<file path="src/rtl/led_pattern_sequencer.sv">
// LED pattern sequencer: divides enable-generator ticks into pattern steps and
// drives an LED bank in OFF, BLINK, CHASE or BOUNCE mode.
module led_pattern_sequencer #(
    parameter int LED_COUNT = 8,
    parameter int DIV_W     = 4
) (
    input  logic                 sys_clk,
    input  logic                 sys_rst,
    input  logic                 tick_enable,
    input  logic                 enable,
    input  logic [1:0]           mode,
    input  logic [DIV_W-1:0]     ticks_per_step,
    output logic [LED_COUNT-1:0] led_out,
    output logic                 step_strobe,
    output logic                 dir_up
);

    typedef enum logic [1:0] {
        MODE_OFF    = 2'b00,
        MODE_BLINK  = 2'b01,
        MODE_CHASE  = 2'b10,
        MODE_BOUNCE = 2'b11
    } mode_t;

    localparam logic [LED_COUNT-1:0] FIRST_LED = {{(LED_COUNT-1){1'b0}}, 1'b1};

    mode_t                 active_mode;
    mode_t                 req_mode;
    logic [DIV_W-1:0]      tcnt;
    logic [DIV_W-1:0]      term;
    logic [LED_COUNT-1:0]  shl;
    logic [LED_COUNT-1:0]  shr;
    logic [LED_COUNT-1:0]  rotl;

    assign req_mode = mode_t'(mode);

    // A ticks_per_step of 0 behaves exactly like 1: every tick is a step.
    assign term = (ticks_per_step == '0) ? '0 : ticks_per_step - 1'b1;

    assign shl  = {led_out[LED_COUNT-2:0], 1'b0};
    assign shr  = {1'b0, led_out[LED_COUNT-1:1]};
    assign rotl = {led_out[LED_COUNT-2:0], led_out[LED_COUNT-1]};

    // Mode reload takes priority over tick counting, so a tick landing on a
    // mode change is dropped and the new pattern always starts from tcnt=0.
    always_ff @(posedge sys_clk) begin
        if (sys_rst) begin
            active_mode <= MODE_OFF;
            tcnt        <= '0;
            led_out     <= '0;
            step_strobe <= 1'b0;
            dir_up      <= 1'b1;
        end else begin
            step_strobe <= 1'b0;
            if (req_mode != active_mode) begin
                active_mode <= req_mode;
                tcnt        <= '0;
                dir_up      <= 1'b1;
                case (req_mode)
                    MODE_OFF:   led_out <= '0;
                    MODE_BLINK: led_out <= '1;
                    default:    led_out <= FIRST_LED;
                endcase
            end else if (enable && tick_enable) begin
                if (tcnt >= term) begin
                    tcnt        <= '0;
                    step_strobe <= 1'b1;
                    case (active_mode)
                        MODE_OFF:    led_out <= '0;
                        MODE_BLINK:  led_out <= ~led_out;
                        MODE_CHASE:  led_out <= rotl;
                        MODE_BOUNCE: begin
                            // Direction flips on the same edge that lands on an end LED.
                            if (dir_up) begin
                                led_out <= shl;
                                if (shl[LED_COUNT-1]) dir_up <= 1'b0;
                            end else begin
                                led_out <= shr;
                                if (shr[0]) dir_up <= 1'b1;
                            end
                        end
                        default:     led_out <= '0;
                    endcase
                end else begin
                    tcnt <= tcnt + 1'b1;
                end
            end
        end
    end

endmodule

</file>
<file path="config.mk">
export PLATFORM = sky130hd
export DESIGN_NAME = led_pattern_sequencer
export DESIGN_NICKNAME = d
export VERILOG_FILES = /design/src/rtl/led_pattern_sequencer.sv
export SDC_FILE = /design/constraint.sdc
export NUM_CORES = 1
export LEC_CHECK = 0
export ABC_AREA = 1
export BUFFER_PORTS_ARGS = -buffer_cell sky130_fd_sc_hd__buf_2
export CAP_MARGIN = 0
export CELL_PAD_IN_SITES_DETAIL_PLACEMENT = 0
export CELL_PAD_IN_SITES_GLOBAL_PLACEMENT = 1
export CORE_MARGIN = 2
export CORE_UTILIZATION = 40
export CTS_CLUSTER_SIZE = 8
export DETAILED_ROUTE_END_ITERATION = 10
export GPL_TIMING_DRIVEN = 0
export PLACE_DENSITY = 0.82
export SLEW_MARGIN = 20
export SYNTH_ARGS = -nofsm -noshare
export SYNTH_HDL_FRONTEND = slang
export SYNTH_SLANG_ARGS = --single-unit
</file>
<file path="constraint.sdc">
create_clock -name sys_clk -period 3.05 [get_ports sys_clk]
set_clock_uncertainty 0.05 [all_clocks]
set_input_delay 0.915 -clock sys_clk [delete_from_list [all_inputs] [get_ports sys_clk]]
set_output_delay 0.915 -clock sys_clk [all_outputs]
set_load 0.01 [all_outputs]
</file>
# After elaboration in Yosys (flattened, before gate mapping)

Index checks and enable logic that the tools add are counted.

Add/subtract/negate cells: 2
Order comparisons: 1
Reduce and logical (&&, ||, !) cells: 10
Eq/ne operators: 5
Mux-type cells: 12
Bitwise logic cells: 2

Operator list:

| kind                                              | number |
|---|---|
| 2-to-1 mux 8 bit                                  | 4 |
| case mux 8 bit (4 select lines)                   | 1 |
| case mux 8 bit (2 select lines)                   | 1 |
| 2-to-1 mux 4 bit                                  | 2 |
| NOT 8 bit                                         | 1 |
| adder 4 x 1 -> 4 bit (second input constant)      | 1 |
| == test 2 x 1 -> 1 bit (second input constant)    | 2 |
| == test 2 bit (second input constant)             | 2 |
| greater-or-equal comparator 4 bit                 | 1 |
| zero test 2 bit                                   | 2 |
| zero test 4 bit                                   | 1 |
| 2-to-1 mux 1 bit                                  | 4 |
| nonzero test 2 bit                                | 2 |
| subtractor 4 x 1 -> 4 bit (second input constant) | 1 |
| AND reduction 3 bit                               | 1 |
| OR reduction 3 bit                                | 1 |
| != test 2 bit                                     | 1 |
| AND reduction 2 bit                               | 1 |
| OR reduction 2 bit                                | 1 |
| logical AND 1 bit                                 | 1 |
| NOT 1 bit                                         | 1 |

Input bits: 10
Output and inout port bits: 10
Bits in registers: 16

# Logic depth before layout (Yosys ltp)

Depth after elaboration: 6
Mapped depth: 14

# Worst setup path before layout

No wires, ideal clock.

Path kind: input-to-reg
Start: input port ticks_per_step[1]
End: register dir_up
Arrival time: 2231 ps
Stages: 14
Path slack: 650 ps
Required time: 2881 ps
Path buffers: 1
Cells stage by stage: nor2_1 -> inv_1 -> a21oi_1 -> o21ai_0 -> ha_1 -> nand2_1 -> inv_1 -> nand2_1 -> nand3_1 -> nand2_1 -> buf_4 -> nand2_2 -> nand2_1 -> nand2_1

Word-level cells in the longest chain between the ends: 4
Elaborated cells between the ends (all ways): 5
Those cells by class: 1 x add/sub; 1 x order compare; 1 x mux; 2 x reduce/logical

Ends and longest elaborated chain:

| what                                                                | RTL line | text |
|---|---|---|
| start, declared                                                     | 12       | `input logic [DIV_W-1:0] ticks_per_step,` |
| subtractor 4 x 1 -> 4 bit / zero test 4 bit (equally long branches) | 38       | `assign term = (ticks_per_step == '0) ? '0 : ticks_per_step - 1'b1;` |
| 2-to-1 mux 4 bit (*)                                                | 38       |  |
| greater-or-equal comparator 4 bit (*)                               | 65       | `if (tcnt >= term) begin` |
| AND reduction 3 bit (no line) (*)                                   | --       |  |
| end signal, assigned                                                | 52       | `dir_up <= 1'b1;` |
| end signal, assigned                                                | 76       | `if (shl[LED_COUNT-1]) dir_up <= 1'b0;` |
| end signal, assigned                                                | 79       | `if (shr[0]) dir_up <= 1'b1;` |
| end, declared                                                       | 15       | `output logic dir_up` |

Every way passes the cells marked *; elsewhere a longest branch is shown, timed or not.
A chain may end at the register's enable or synchronous reset.

# Worst setup path in the final report

Ends and elaborated chain as after synthesis.

==> results <==
- The time the worst path needs with I/O delays and setup is 2430 ps.
- In the global route stage, overall resource usage came out at 19.1%.
- The cell with the largest stage delay on the worst path is sky130_fd_sc_hd__ha_1.
- Of the cells placed in the final design, the portion with a size suffix greater than 1 is 18.8%.
- In this run the power density over the cells is 368 mW/mm^2.
- The clock transition time at the flip-flop clock pins of the worst setup and hold paths is 90 ps.
- The tightest min-delay check is of the flop to flop type.
- After routing, the total negative slack on setup checks comes to 0 ps.
- The routed via count is 1235.
- The mapped netlist covers 0.00117 sq mm.
- For the pin with the worst max-slew slack, the measured transition is 460 ps.
- The critical path launch point type is an input port.
- For the worst setup path, the data required time is 3180 ps.
- After layout, the worst path uses 79.7% of the clock period.
- For this run, design rule violations remaining after detail routing come to 0.
- The count of clock tree sinks is 16.
- The met3 usage in global routing is 2.68%.
- IR analysis of the VDD net gives a maximum drop of 0.201 mV.
- The initial standard-cell utilization of the core is 42.4%.
- In this run the most critical hold path is launched from tcnt[0].
- The die boundary height is 58.1 microns.
- The number of buffers inserted during clock tree synthesis is 3.
- The average footprint of a synthesized cell is 5.96 sq um.
- Setup violations remaining at the end of the flow were counted as 0.
- The count of final max-slew check failures was 0.
- Using the TritonRoute via totals, the vias-per-cell ratio works out to 4.96.
- Input and output buffers added on the ports amount to 19.
- The gate family responsible for the most delay along the worst path is simple AND/OR/NAND/NOR gates.
- The detailed router finished its first iteration with 67 violations.
- The largest fanout on the critical path is 10.
- CTS built an H-tree with a depth of 1.
- At the end of routability-driven placement, the weighted congestion stood at 0.808.
- The setup fix buffers added after clock tree synthesis is 0.
- The most common cell after layout, fill and taps aside is sky130_fd_sc_hd__nand2_1.
- Hold is met by 465 ps.
- Global routing consumed, on the met1 layer, 29.4% of the routing resources.
- The total overflow left after global routing is 0.
- The number of diodes added for antenna fixing is 0.
- The critical path arrival is 2560 ps.
- The floorplan step defined a core boundary enclosing 0.00276 sq mm.
- The number of endpoints with negative hold slack in the final report came to 0.
- The via count of the first global-routing pass is 1065.
- The instance count of the mapped netlist is 196.
- The floorplan has 19 rows.
- The clock reaches the later pin of the worst-skew pair after 290 ps.
- The worst setup path is captured at a flop.
- The tree is rooted in a sky130_fd_sc_hd__clkbuf_4.
- The tool flagged a number of max-cap violations equal to 0.
- In this run the horizontal extent of the chip is 58.1 microns.
- For this block, the routed nets add up to 2890 microns of wire.
- The share of synthesized area occupied by flip-flops and latches is 27.4%.
- The run finished with clean final reports.
- The library cells used most frequently in the layout, excluding fill and tap cells, are 72 x sky130_fd_sc_hd__nand2_1, 26 x sky130_fd_sc_hd__inv_1, 23 x sky130_fd_sc_hd__nand3_1.
- The number of gates given a new drive strength after cts is 0.
- The start-to-end type of the worst setup path is input port to flop.
- The start point of the critical path is ticks_per_step[1].
- The number of search-and-repair iterations in the first detailed-routing pass is 4.
- Entering global routing, the biggest net connects 11 pins.
- Setup repair after global routing left no endpoint under its margin.
- The total nets after synthesis is 211.
- Yosys printed 0 warnings.
- The relative slew slack is 69.2%.
- The synthesis-stage register bit count is 16.
- The sum of buffers and inverters on the critical path is 4.
- The standby leakage power is 0.754 nW.
- Detailed placement finished with a half-perimeter wire length of 2120 microns.
- Pin placement for this block handled 20 I/O pins.
- The global-route track usage on met2 is 27.1%.
- The signal on the critical path passes through buf_2 > nor2_1 > inv_1 > a21oi_1 > o21ai_0 > ha_1 > nand2_1 > inv_1 > nand2_1 > nand3_1 > nand2_1 > buf_4 > nand2_2 > nand2_1 > nand2_1.
- In this run the deepest clock path goes through 2 buffers.
- The total number of nets in the final design is 235.
- The global-route wire length before repair is 5010 microns.
- For this run, the slowest stage of the critical path takes 300 ps.
- The cts-stage hold buffer count is 0.
- After global routing, the most crowded layer is met1.
- The most frequent cell on the critical path is sky130_fd_sc_hd__nand2_1.
- Dividing the detail-routed wire length by the instance count gives 11.6 microns.
- The layout overhead on the synthesized area is 13.4%.
- TritonCTS built the clock tree.
- In this run the critical register-to-register path is launched from tcnt[0].
- The area of the die is 0.00337 sq mm.
- The detail route stage leaves a number of antenna-violating nets equal to 0.
- Timing would allow up to 411 MHz.
- The number of unique standard cell types used by synthesis is 23.
- The initial antenna violation count was 0.
[cells by family (layout without fill, tap and decap cells)]
group | after synthesis | count (layout) | synth area share (%)
simple gates | 127 | 127 | 47.0
buf+inv | 34 | 56 | 12.3
compound gates | 12 | 12 | 6.42
fa+ha+maj | 5 | 5 | 5.35
xor+xnor | 2 | 2 | 1.50
flops | 16 | 16 | 27.4
[metrics by stage]
stage	worst slack [ps]	instance area (sq um)	utilization [%]	std cells	power, W
finish	619	1330	48.0	249	0.000488
global route	364	1330	48.0	249	0.000523
CTS	609	1330	48.0	249	0.000496
detailed placement	294	1300	47.2	246	0.000373
global placement	361	1300	47.2	246	0.000370
floorplan	650	1170	-	196	0.000332
[synthesized netlist by cell type, drive strengths merged]
master,number,share of area [%]
o211ai,2,1.7
buf,3,2.2
nor2,26,10
inv,30,9.6
nor3,1,0.86
nand4,3,1.6
nand2,74,24
o21ai,4,1.7
a31oi,1,0.54
ha,5,5.4
dfxtp,16,27
xor2,1,0.75
a21oi,5,2.5
clkbuf,1,0.43
xnor2,1,0.75
nand3,23,9.9
[area by class of cell]
type / count / area (sq um)
plain buffers: 4 / 31.3
well taps: 31 / 38.8
clock buffers: 3 / 22.5
repair buffers: 19 / 95.1
multi-input cells: 146 / 704
fillers: 316 / 1430
inverters: 30 / 113
flip-flops and latches: 16 / 320
[flip-flops by register name (all words and copies together), names as in the netlist]
signal / cells
tcnt: 4
step_strobe: 1
dir_up: 1
active_mode: 2
led_out: 8
[where the power goes]
part	switching [W]	leakage (nW)	internal [W]
Sequential	0.0000124	0.131	0.000222
Clock	0.0000732	0.0138	0.0000459
Combinational	0.0000855	0.609	0.0000493
[worst reg2reg max path, delay by kind of cell, from the launching register on]
kind | cells | cell delay [ps]
fa+ha+maj | 1 | 300
buf+inv | 2 | 270
flops | 1 | 390
simple gates | 6 | 510
[worst paths after layout]
kind	slack (ps)	cells past startpoint	endpoint
worst min register to register	470	2	tcnt[0]
worst max register to register	1430	9	dir_up
worst max-delay path	620	15	dir_up
worst min-delay path	470	2	tcnt[0]
[routing by layer]
layer / share of wire, % / wire length, microns
met1: 52 / 1490
met2: 43 / 1240
met3: 4.7 / 137
met4: 0.59 / 17
met5: 0 / 0
(Power assumes the default switching activity.)
